===== config.mk =====
export PLATFORM = sky130hd
export DESIGN_NAME = tlb_ptw_arbiter
export DESIGN_NICKNAME = d
export VERILOG_FILES = /design/src/rtl/tlb_ptw_arbiter.sv
export SDC_FILE = /design/constraint.sdc
export NUM_CORES = 1
export LEC_CHECK = 0
export BUFFER_PORTS_ARGS = -buffer_cell sky130_fd_sc_hd__buf_2
export CAP_MARGIN = 15
export CORE_UTILIZATION = 40
export CTS_CLUSTER_SIZE = 30
export DETAILED_ROUTE_END_ITERATION = 16
export HOLD_SLACK_MARGIN = 0.12
export PLACE_DENSITY = 0.77
export SLEW_MARGIN = 20
export SYNTH_ARGS = -nofsm -noshare
export SYNTH_HDL_FRONTEND = slang
export SYNTH_SLANG_ARGS = --single-unit

===== constraint.sdc =====
create_clock -name clk_i -period 2.3 [get_ports clk_i]
set_input_delay 0.46 -clock clk_i [delete_from_list [all_inputs] [get_ports clk_i]]
set_output_delay 0.46 -clock clk_i [all_outputs]
set_load 0.03 [all_outputs]

===== src/rtl/tlb_ptw_arbiter.sv =====
// Two-requester (itlb/dtlb) arbiter in front of a single page-table walker; one walk in flight.
// Define TLB_PTW_ARB_RR_EN for round-robin arbitration, otherwise dtlb has fixed priority.
module tlb_ptw_arbiter #(
  parameter int VPN_W  = 27,
  parameter int ASID_W = 16
) (
  input  logic              clk_i,
  input  logic              rst_i,
  input  logic              itlb_req_valid_i,
  input  logic [VPN_W-1:0]  itlb_req_vpn_i,
  input  logic [ASID_W-1:0] itlb_req_asid_i,
  input  logic [1:0]        itlb_req_prv_i,
  input  logic              itlb_req_store_i,
  input  logic              itlb_req_fetch_i,
  output logic              itlb_grant_o,
  output logic              itlb_resp_valid_o,
  output logic              itlb_cancel_o,
  input  logic              dtlb_req_valid_i,
  input  logic [VPN_W-1:0]  dtlb_req_vpn_i,
  input  logic [ASID_W-1:0] dtlb_req_asid_i,
  input  logic [1:0]        dtlb_req_prv_i,
  input  logic              dtlb_req_store_i,
  input  logic              dtlb_req_fetch_i,
  output logic              dtlb_grant_o,
  output logic              dtlb_resp_valid_o,
  output logic              dtlb_cancel_o,
  output logic              ptw_req_valid_o,
  output logic [VPN_W-1:0]  ptw_req_vpn_o,
  output logic [ASID_W-1:0] ptw_req_asid_o,
  output logic [1:0]        ptw_req_prv_o,
  output logic              ptw_req_store_o,
  output logic              ptw_req_fetch_o,
  input  logic              ptw_ready_i,
  input  logic              ptw_resp_valid_i,
  input  logic              invalidate_i,
  output logic              busy_o,
  output logic              owner_o
);
  typedef struct packed {
    logic [VPN_W-1:0]  vpn;
    logic [ASID_W-1:0] asid;
    logic [1:0]        prv;
    logic              store;
    logic              fetch;
  } req_t;

  typedef enum logic [1:0] {IDLE, SEND, WAIT, DRAIN} state_t;

  state_t state;
  req_t   req_q;
  logic   owner_q;
  req_t   itlb_req, dtlb_req, win_req, out_req;
  logic   win_dtlb, grant, resp_fire, cancel_fire;

  assign itlb_req = '{vpn: itlb_req_vpn_i, asid: itlb_req_asid_i, prv: itlb_req_prv_i,
                      store: itlb_req_store_i, fetch: itlb_req_fetch_i};
  assign dtlb_req = '{vpn: dtlb_req_vpn_i, asid: dtlb_req_asid_i, prv: dtlb_req_prv_i,
                      store: dtlb_req_store_i, fetch: dtlb_req_fetch_i};

`ifdef TLB_PTW_ARB_RR_EN
  // rr_ptr=0 favours dtlb; it flips toward whichever side was not just granted.
  logic rr_ptr;
  assign win_dtlb = dtlb_req_valid_i && (!itlb_req_valid_i || !rr_ptr);

  always_ff @(posedge clk_i) begin
    if (rst_i)      rr_ptr <= 1'b0;
    else if (grant) rr_ptr <= win_dtlb;
  end
`else
  assign win_dtlb = dtlb_req_valid_i;
`endif

  assign win_req = win_dtlb ? dtlb_req : itlb_req;

  // Outputs are masked during reset so an in-flight walk cannot leak a pulse.
  assign grant       = !rst_i && (state == IDLE) && (itlb_req_valid_i || dtlb_req_valid_i);
  assign resp_fire   = !rst_i && (state == WAIT) && ptw_resp_valid_i;
  assign cancel_fire = !rst_i && invalidate_i &&
                       ((state == SEND) || ((state == WAIT) && !ptw_resp_valid_i));

  assign itlb_grant_o      = grant && !win_dtlb;
  assign dtlb_grant_o      = grant &&  win_dtlb;
  assign itlb_resp_valid_o = resp_fire && !owner_q;
  assign dtlb_resp_valid_o = resp_fire &&  owner_q;
  assign itlb_cancel_o     = cancel_fire && !owner_q;
  assign dtlb_cancel_o     = cancel_fire &&  owner_q;

  assign ptw_req_valid_o = (state == SEND);
  assign out_req         = (state == SEND) ? req_q : '0;
  assign ptw_req_vpn_o   = out_req.vpn;
  assign ptw_req_asid_o  = out_req.asid;
  assign ptw_req_prv_o   = out_req.prv;
  assign ptw_req_store_o = out_req.store;
  assign ptw_req_fetch_o = out_req.fetch;
  assign busy_o          = (state != IDLE);
  assign owner_o         = owner_q;

  always_ff @(posedge clk_i) begin
    if (rst_i) begin
      state   <= IDLE;
      owner_q <= 1'b0;
      req_q   <= '0;
    end else begin
      case (state)
        IDLE: if (grant) begin
          req_q   <= win_req;
          owner_q <= win_dtlb;
          state   <= SEND;
        end
        SEND: begin
          if (ptw_ready_i)       state <= invalidate_i ? DRAIN : WAIT;
          else if (invalidate_i) state <= IDLE;
        end
        WAIT: begin
          if (ptw_resp_valid_i)  state <= IDLE;
          else if (invalidate_i) state <= DRAIN;
        end
        DRAIN: if (ptw_resp_valid_i) state <= IDLE;
        default: state <= IDLE;
      endcase
    end
  end
endmodule

==> impl_metrics.tcl, run 1 <==
set metrics [dict create \
    status "completed" \
    fin_worst_skew_ns 0.00776 \
    crit_type "reg2out" \
    grt_pass1_wl_um 11600 \
    std_cell_rows 30 \
    drt_iter0_drc 94 \
    hold_depth 2 \
    synth_area_leaders "dfxtp_1 35%, mux2i_1 16%, a211oi_2 13%, and2_1 10%, a21oi_1 8.6%" \
    dp_cells 530 \
    io_pins 157 \
    finalHoldViolCount 0 \
    grt_max_degree 35 \
    tns_ns 0 \
    yosysTopAreaCell "dfxtp_1" \
    yosys.area_share.xor_xnor_pct 0.306 \
    tritoncts "yes" \
    grtUsageTotal_pct 19.5 \
    cts_buffers 5 \
    synth_nets 398 \
    grt_pass1_vias 2509 \
    timing.fmax_mhz 485 \
    placedInstanceArea_um2 3690 \
    wl_per_cell_um 13.9 \
    fin_area_um2 3780 \
    cts_hold_buf 0 \
    synth-adder-area-share_pct 0 \
    start_kind "register" \
    die_h_um 86.5 \
    peakVddDrop_mv 0.478 \
    hp-class "in2reg" \
    finalMaxSlewViolations 0 \
    dr.pass1.iters 4 \
    p_leak_nw 1.83 \
    reg2reg_depth 5 \
    min_period_over_period_pct 89.7 \
    pwr_density_cell_nw_per_um2 585 \
    antenna_left 0 \
    antenna_found_initial 0 \
    dp_slack_ns 0.500 \
    clk_latency_ns 0.29 \
    avgViaCountPerCell 5.07 \
    maxCapViolations 0 \
    drive_above_1_share_pct 47.7 \
    nets 542 \
    finalPower_mw 2.21 \
    dieArea_um2 7490 \
    portBuffers 156 \
    fillers 681 \
    min_from "ptw_resp_valid_i" \
    layout_min_cycle_time_ns 2.06 \
    die_w_um 86.5 \
    synth_mux_area_share_pct 16.5 \
    start_util_pct 41.8 \
    gp_congestion 0.679 \
    core_area_um2 6830 \
    grt_setup_unrepaired "false" \
    cp-end-kind "output pin" \
    relSlewSlack_pct 66.9 \
    synthSimpleGateAreaFrac_pct 13.7 \
    crit_required_ns 1.84 \
    clk_path_buf_depth 2 \
    cp.arrival_ns 1.60 \
    synthCells 297 \
    antenna_cells 0 \
    drc_errors 0 \
    cts-resized-gates 0 \
    cp-startpoint "state[0]$_SDFFE_PP0P_" \
    layout_setup_ws_ns 0.237 \
    synth_top_family_by_area "compound AO/OA/AOI/OAI gates" \
    instances_no_fill 538 \
    r2r-start "state[1]$_SDFFE_PP0P_" \
    cts_root_buffer "clkbuf_8" \
    seq_area_frac_synth_pct 35.0 \
    htreeDepth 2 \
    finalSetupViolCount 0 \
    cts_setup_buffers 0 \
    synth_cell_type_count 28 \
    wirelength_um 7470 \
    dp_hpwl_um 5520 \
    synth_warnings 0 \
    grt-ovfl-total 0 \
    netlist_area_um2 2860 \
    synth_top_area_share_pct 35.0 \
    synth_seq_cells 50 \
    r2r-end "req_q[40]$_SDFFE_PP0P_" \
    area_delta_synth_final_pct 32.2 \
    clock_sinks 50 \
    synth_area_per_cell_um2 9.62 \
    hold_end "state[0]$_SDFFE_PP0P_" \
    via_count 2730 \
    regToRegSetupSlack_ns 0.89 \
    clk_pin_slew_worst_paths_ns 0.09 \
    tightest_slew_ns 0.496 \
    path_max_fanout 23 \
    synth_compound_area_share_pct 27.8 \
]
power breakdown:
group | switching (mW) | internal [mW]
Clock | 0.278 | 0.243
Sequential | 0.0430 | 0.951
Combinational | 0.416 | 0.278
layout by cell type, fill, tap and decap left out, types with 2 or more instances in the layout:
| cell | synthesis | routed |
|---|---|---|
| dfxtp_1 | 50 | 50 |
| buf_4 | 2 | 13 |
| nor2_1 | 6 | 6 |
| clkbuf_8 | 0 | 6 |
| inv_1 | 2 | 2 |
| a211oi_2 | 30 | 30 |
| buf_2 | 11 | 156 |
| nor2b_1 | 3 | 2 |
| a21oi_1 | 49 | 49 |
| mux2i_1 | 47 | 47 |
| a211oi_1 | 17 | 17 |
| and2_1 | 47 | 47 |
critical path, cell delays in order, from the launching register on:
cell,delay (ns)
dfxtp_1,0.43
nor2b_2,0.19
buf_4,0.23
o21ai_1,0.13
nor2_1,0.12
buf_2,0.21
kinds of logic (layout without fill, tap and decap cells):
group | count (synthesis) | after routing
flops | 50 | 50
simple gates | 63 | 63
xor+xnor | 1 | 1
compound gates | 101 | 101
mux | 47 | 47
buf+inv | 35 | 180
stage by stage:
step	utilization [%]	hold slack, ns
after floorplan	-	0.491
after global placement	54.0	0.502
after detailed placement	54.0	0.509
after CTS	55.3	0.390
after global routing	55.3	0.386
final	55.3	0.397
state kept, by name, summed over array words and instances (netlist names):
register	count
owner_o	1
req_q	47
state	2
Yosys cell counts:
cell type / n
buf_1: 4
inv_1: 2
nor3b_1: 1
nor2b_1: 3
clkbuf_1: 10
a211oi_2: 30
nor4_1: 1
buf_4: 2
a221oi_1: 1
a21oi_1: 49
buf_2: 11
nor2_4: 1
nand4bb_1: 1
o21ai_1: 1
xor2_1: 1
buf_6: 5
o21ba_4: 1
and3_1: 1
and2_1: 47
mux2i_1: 47
a211oi_1: 17
nor2_1: 6
dfxtp_1: 50
a221o_1: 1
inv_2: 1
a21o_1: 1
nand2_1: 1
nor3_2: 1
final cells by class:
cell class	count	area (µm²)	area share, %
clock buffers	7	86.3	2.29
clock inverters	1	5.00	0.132
inverters	3	11.3	0.298
multi-input cells	212	1680	44.4
flip-flops and latches	50	1000	26.5
well taps	96	120	3.18
repair buffers	169	878	23.3
worst max path at each step:
stage                     slack, ns  depth (start not counted)       endpoint
after floorplan                0.03                          3   itlb_grant_o
after global placement         0.47                          3   itlb_grant_o
after detailed placement       0.50                          3   itlb_grant_o
after CTS                      0.20                          5  dtlb_cancel_o
after global routing           0.09                          5  dtlb_cancel_o
final                          0.24                          5  dtlb_cancel_o
routing by layer:
layer | GRT usage [%] | wire (µm) | share of wire, % | up-vias
li1 | - | - | - | 1365
met5 | 0 | 0 | 0 | -
met3 | 4.19 | 437 | 5.8 | 2
met1 | 24.3 | 3310 | 44 | 1267
met4 | 3.64 | 23 | 0.31 | 0
met2 | 34.9 | 3700 | 49 | 96
Note: power is estimated with default switching activity, not from simulation.
==> run 2, diff against run 1 <==
Settings changed: CELL_PAD_IN_SITES_DETAIL_PLACEMENT set to 0, CELL_PAD_IN_SITES_GLOBAL_PLACEMENT set to 2, CORE_UTILIZATION 40 to 27, PLACE_DENSITY 0.77 to 0.9.
==> run 2 against run 1 <==
Worst hold slack improved by 0.013 ns. Sequential power is essentially flat. Count of clock-buffer cells in the layout is the same. Global-route usage fell by 5.2 points. Register-to-register slack barely moved. Clock skew is 0.00087 ns lower.
==> impl_metrics.tcl, run 2 (synthesized netlist as in run 1, its figures left out) <==
set metrics [dict create \
    dr.pass1.iters 4 \
    clk_path_buf_depth 2 \
    wl_per_cell_um 13.3 \
    tritoncts "yes" \
    grt_max_degree 48 \
    clock_sinks 50 \
    antenna_left 0 \
    timing.fmax_mhz 486 \
    dp_hpwl_um 5490 \
    drt_iter0_drc 93 \
    cts-resized-gates 0 \
    dieArea_um2 11000 \
    maxCapViolations 0 \
    crit_required_ns 1.84 \
    cts_setup_buffers 0 \
    gp_congestion 0.726 \
    grt_setup_unrepaired "false" \
    cts_root_buffer "clkbuf_8" \
    wirelength_um 7650 \
    hp-class "in2reg" \
    crit_chain "nor2b_2 > buf_4 > and2_1 > buf_2" \
    drive_above_1_share_pct 47.2 \
    antenna_cells 0 \
    fin_worst_skew_ns 0.00689 \
    start_util_pct 27.8 \
    grt_pass1_wl_um 12900 \
    post-route-util_pct 37.1 \
    antenna_found_initial 0 \
    layout_min_cycle_time_ns 2.06 \
    top_register "req_q" \
    clk_pin_slew_worst_paths_ns 0.09 \
    p_leak_nw 1.81 \
    finalHoldViolCount 0 \
    finalMaxSlewViolations 0 \
    pwr_density_cell_nw_per_um2 570 \
    finalSetupViolCount 0 \
    peakVddDrop_mv 0.253 \
    io_pins 157 \
    clk_latency_ns 0.30 \
    grtUsageTotal_pct 14.3 \
    die_w_um 105 \
    slowest_delay_ns 0.42 \
    cp-end-kind "output pin" \
    tns_ns 0 \
    cts_hold_buf 0 \
    path_max_fanout 33 \
    area_delta_synth_final_pct 33.3 \
    relSlewSlack_pct 69.7 \
    tightest_slew_ns 0.454 \
    std_cell_rows 37 \
    min_period_over_period_pct 89.5 \
    crit_slowest_cell "dfxtp_1" \
    core_area_um2 10300 \
    portBuffers 156 \
    crit_type "reg2out" \
    final_common_cell "buf_2" \
    die_h_um 105 \
    drc_errors 0 \
    htreeDepth 2 \
    start_kind "register" \
    cp.arrival_ns 1.60 \
    cts_buffers 5 \
    status "completed" \
    most-common-layout-cells "156 x buf_2, 50 x dfxtp_1, 49 x a21oi_1, 47 x and2_1, 47 x mux2i_1" \
    via_count 2653 \
    grt_pass1_vias 2722 \
    nets 540 \
    avgViaCountPerCell 4.61 \
    grt-ovfl-total 0 \
    largest_reg_flops 47 \
]
[run 2: cell types whose count changed in the layout (fill, tap and decap cells not counted)]
cell	previous run	this run
clkbuf_1	1	2
buf_4	13	10
clkinv_2	1	0
clkbuf_8	6	5
buf_12	0	1
[run 2: report_power, final]
group	total [mW]	leakage [nW]	switching (mW)	internal (mW)
Sequential	0.992	0.412	0.0410	0.951
Combinational	0.695	1.36	0.417	0.279
Clock	0.486	0.0383	0.275	0.210
Total	2.17	1.81	0.733	1.44
[run 2: critical path, delay by kind of cell, from the launching register on]
family                 cells  cell delay [ns]
buffers and inverters      2             0.50
flip-flops                 1             0.42
AND/OR/NAND/NOR            2             0.38
[run 2: metrics by stage]
step           setup slack, ns  total power [mW]  hold WS, ns  area (µm²)  cells
6_report                 0.242              2.17        0.410        3810    575
5_1_grt                  0.104              2.32        0.399        3810    575
4_1_cts                  0.205              2.22        0.394        3810    575
3_5_place_dp             0.367              1.72        0.510        3730    568
3_3_place_gp             0.413              1.71        0.504        3730    568
2_1_floorplan           0.0334              1.50        0.491        2860    297
[run 2: worst paths after layout]
path         slack (ns)                      to  cells past startpoint                    from
max                0.24        ptw_req_vpn_o[7]                      4   state[0]$_SDFFE_PP0P_
min                0.41   state[0]$_SDFFE_PP0P_                      2        ptw_resp_valid_i
max reg2reg        0.88  req_q[18]$_SDFFE_PP0P_                      4   state[1]$_SDFFE_PP0P_
min reg2reg        0.52  req_q[25]$_SDFFE_PP0P_                      2  req_q[25]$_SDFFE_PP0P_
[run 2: cell type report]
class	count	area [µm²]
Fill cell	1091	6470
Multi-Input combinational cell	212	1680
Sequential cell	50	1000
Timing Repair Buffer	167	876
Tap cell	136	170
Clock buffer	7	76.3
Inverter	3	11.3
[run 2: layer usage]
metal | track usage, % | share of wire, % | up-vias
li1 | - | - | 1354
met1 | 18.0 | 47 | 1199
met2 | 25.0 | 47 | 98
met3 | 3.24 | 6.0 | 2
met4 | 2.72 | 0.34 | 0
met5 | 0 | 0 | -
==> run 3, diff against run 2 <==
==> constraint.sdc (replaced) <==
create_clock -name clk_i -period 2.3 [get_ports clk_i]
set_input_delay 0.345 -clock clk_i [delete_from_list [all_inputs] [get_ports clk_i]]
set_output_delay 0.345 -clock clk_i [all_outputs]
set_load 0.03 [all_outputs]
==> run 3 against run 2 <==
Non-clock buffer count increased by 1. Count of clock-buffer cells in the layout unchanged. First-iteration DRC count increased by 31%. Worst setup slack got worse by 0.011 ns. Critical path type unchanged.
==> impl_metrics.tcl, run 3 (synthesized netlist as in run 1, its figures left out) <==
set metrics [dict create \
    dp_hpwl_um 5720 \
    seqPwrFrac_pct 44.8 \
    slowest_delay_ns 0.42 \
    antenna_cells 0 \
    nets 541 \
    top_register "req_q" \
    crit_slowest_cell "dfxtp_1" \
    path_max_fanout 51 \
    peakVddDrop_mv 0.249 \
    fillers 1081 \
    dieArea_um2 11000 \
    clock_sinks 50 \
    finalMaxSlewViolations 0 \
    via_count 2676 \
    maxCapViolations 0 \
    fin_worst_skew_ns 0.00462 \
    tightest_slew_ns 0.443 \
    portBuffers 156 \
    wl_per_cell_um 13.3 \
    dr.pass1.iters 4 \
    clk_latency_ns 0.30 \
    grt_setup_unrepaired "false" \
    htreeDepth 2 \
    tns_ns 0 \
    clk_pin_slew_worst_paths_ns 0.09 \
    min_period_over_period_pct 90.0 \
    drive_above_1_share_pct 47.6 \
    crit_required_ns 1.96 \
    grt-ovfl-total 0 \
    holdWs_ns 0.304 \
    final_common_cell "buf_2" \
    antenna_left 0 \
    p_clk_share_pct 24.0 \
    dp_slack_ns 0.529 \
    p_int_mw 1.47 \
    status "completed" \
    cts_buffers 5 \
    p_leak_nw 1.82 \
    cts-resized-gates 0 \
    layout_min_cycle_time_ns 2.07 \
    cts_root_buffer "clkbuf_8" \
    hp-class "in2reg" \
    relSlewSlack_pct 70.4 \
    crit_type "reg2out" \
    area_delta_synth_final_pct 33.7 \
    switchingPower_uw 746 \
    antenna_found_initial 0 \
    wirelength_um 7670 \
    most-common-layout-cells "156 x buf_2, 50 x dfxtp_1, 49 x a21oi_1, 47 x and2_1, 47 x mux2i_1" \
    avgViaCountPerCell 4.64 \
    pwr_density_cell_nw_per_um2 580 \
    gp_congestion 0.697 \
    cp-end-kind "output pin" \
    grt_max_degree 52 \
    grt_pass1_vias 2660 \
    regArea_um2 1000 \
    timing.fmax_mhz 483 \
    grtUsageTotal_pct 14.3 \
    drt_iter0_drc 122 \
    start_kind "register" \
    core_area_um2 10300 \
    crit_chain "nor2b_2 > buf_4 > o21ai_1 > nor2_1 > buf_2" \
    finalHoldViolCount 0 \
    grt_pass1_wl_um 12700 \
    layout_setup_ws_ns 0.231 \
    std_cell_rows 37 \
    io_pins 157 \
    die_h_um 105 \
    cts_hold_buf 0 \
    cts_setup_buffers 0 \
    multi_input_area_um2 1680 \
    pwr-share-comb_pct 31.3 \
    tritoncts "yes" \
    start_util_pct 27.8 \
    drc_errors 0 \
    clk_path_buf_depth 2 \
    cp.arrival_ns 1.72 \
    die_w_um 105 \
    largest_reg_flops 47 \
    swShare_pct 33.7 \
    finalSetupViolCount 0 \
]
run 3: changes by cell type in the layout (fill, tap and decap cells not counted), sizes merged:
cell / before / now
clkinv: 0 / 1
buf: 167 / 168
run 3: path summary, 6_finish.rpt:
path,startpoint,to,slack (ns),cells after the start
hold / removal,ptw_ready_i,state[1]$_SDFFE_PP0P_,0.30,3
setup reg to reg,state[1]$_SDFFE_PP0P_,state[0]$_SDFFE_PP0P_,0.85,4
setup / recovery,state[0]$_SDFFE_PP0P_,dtlb_cancel_o,0.23,5
hold reg to reg,req_q[12]$_SDFFE_PP0P_,req_q[12]$_SDFFE_PP0P_,0.52,2
run 3: metal layers:
metal / vias up / part of all wire, % / global-route usage (%) / routed length (µm)
met2: 97 / 48 / 24.9 / 3680
li1: 1357 / - / - / -
met4: 0 / 0.86 / 3.22 / 66
met5: - / 0 / 0 / 0
met1: 1216 / 45 / 17.9 / 3450
met3: 6 / 6.2 / 3.18 / 479
run 3: metrics by stage:
step / util (%) / area, µm² / power, mW / cells
after floorplan: - / 2860 / 1.50 / 297
after global placement: 36.3 / 3730 / 1.70 / 569
after detailed placement: 36.3 / 3730 / 1.72 / 569
after CTS: 37.2 / 3820 / 2.26 / 577
after global routing: 37.2 / 3820 / 2.36 / 577
final: 37.2 / 3820 / 2.21 / 577
run 3: area by class of cell:
cell class                      count  share of cell area, %
Multi-Input combinational cell    212                   43.9
Sequential cell                    50                   26.2
Timing Repair Buffer              168                   22.8
Tap cell                          136                   4.45
Clock buffer                        7                   2.26
Inverter                            3                  0.295
Clock inverter                      1                  0.131
run 3: worst max-delay path, delay by kind of cell (launching register included):
kind,cells,cell delay [ns]
buffers and inverters,2,0.56
DFF,1,0.42
and+or+nand+nor,2,0.28
AOI/OAI and AO/OA,1,0.17
run 3: power by group through the flow:
stage	clock network, mW	logic [mW]	registers (mW)
floorplan	0	0.494	1.00
global placement	0	0.690	1.01
detailed placement	0	0.706	1.01
CTS	0.563	0.706	0.992
global route	0.600	0.760	1.00
finish	0.531	0.692	0.991
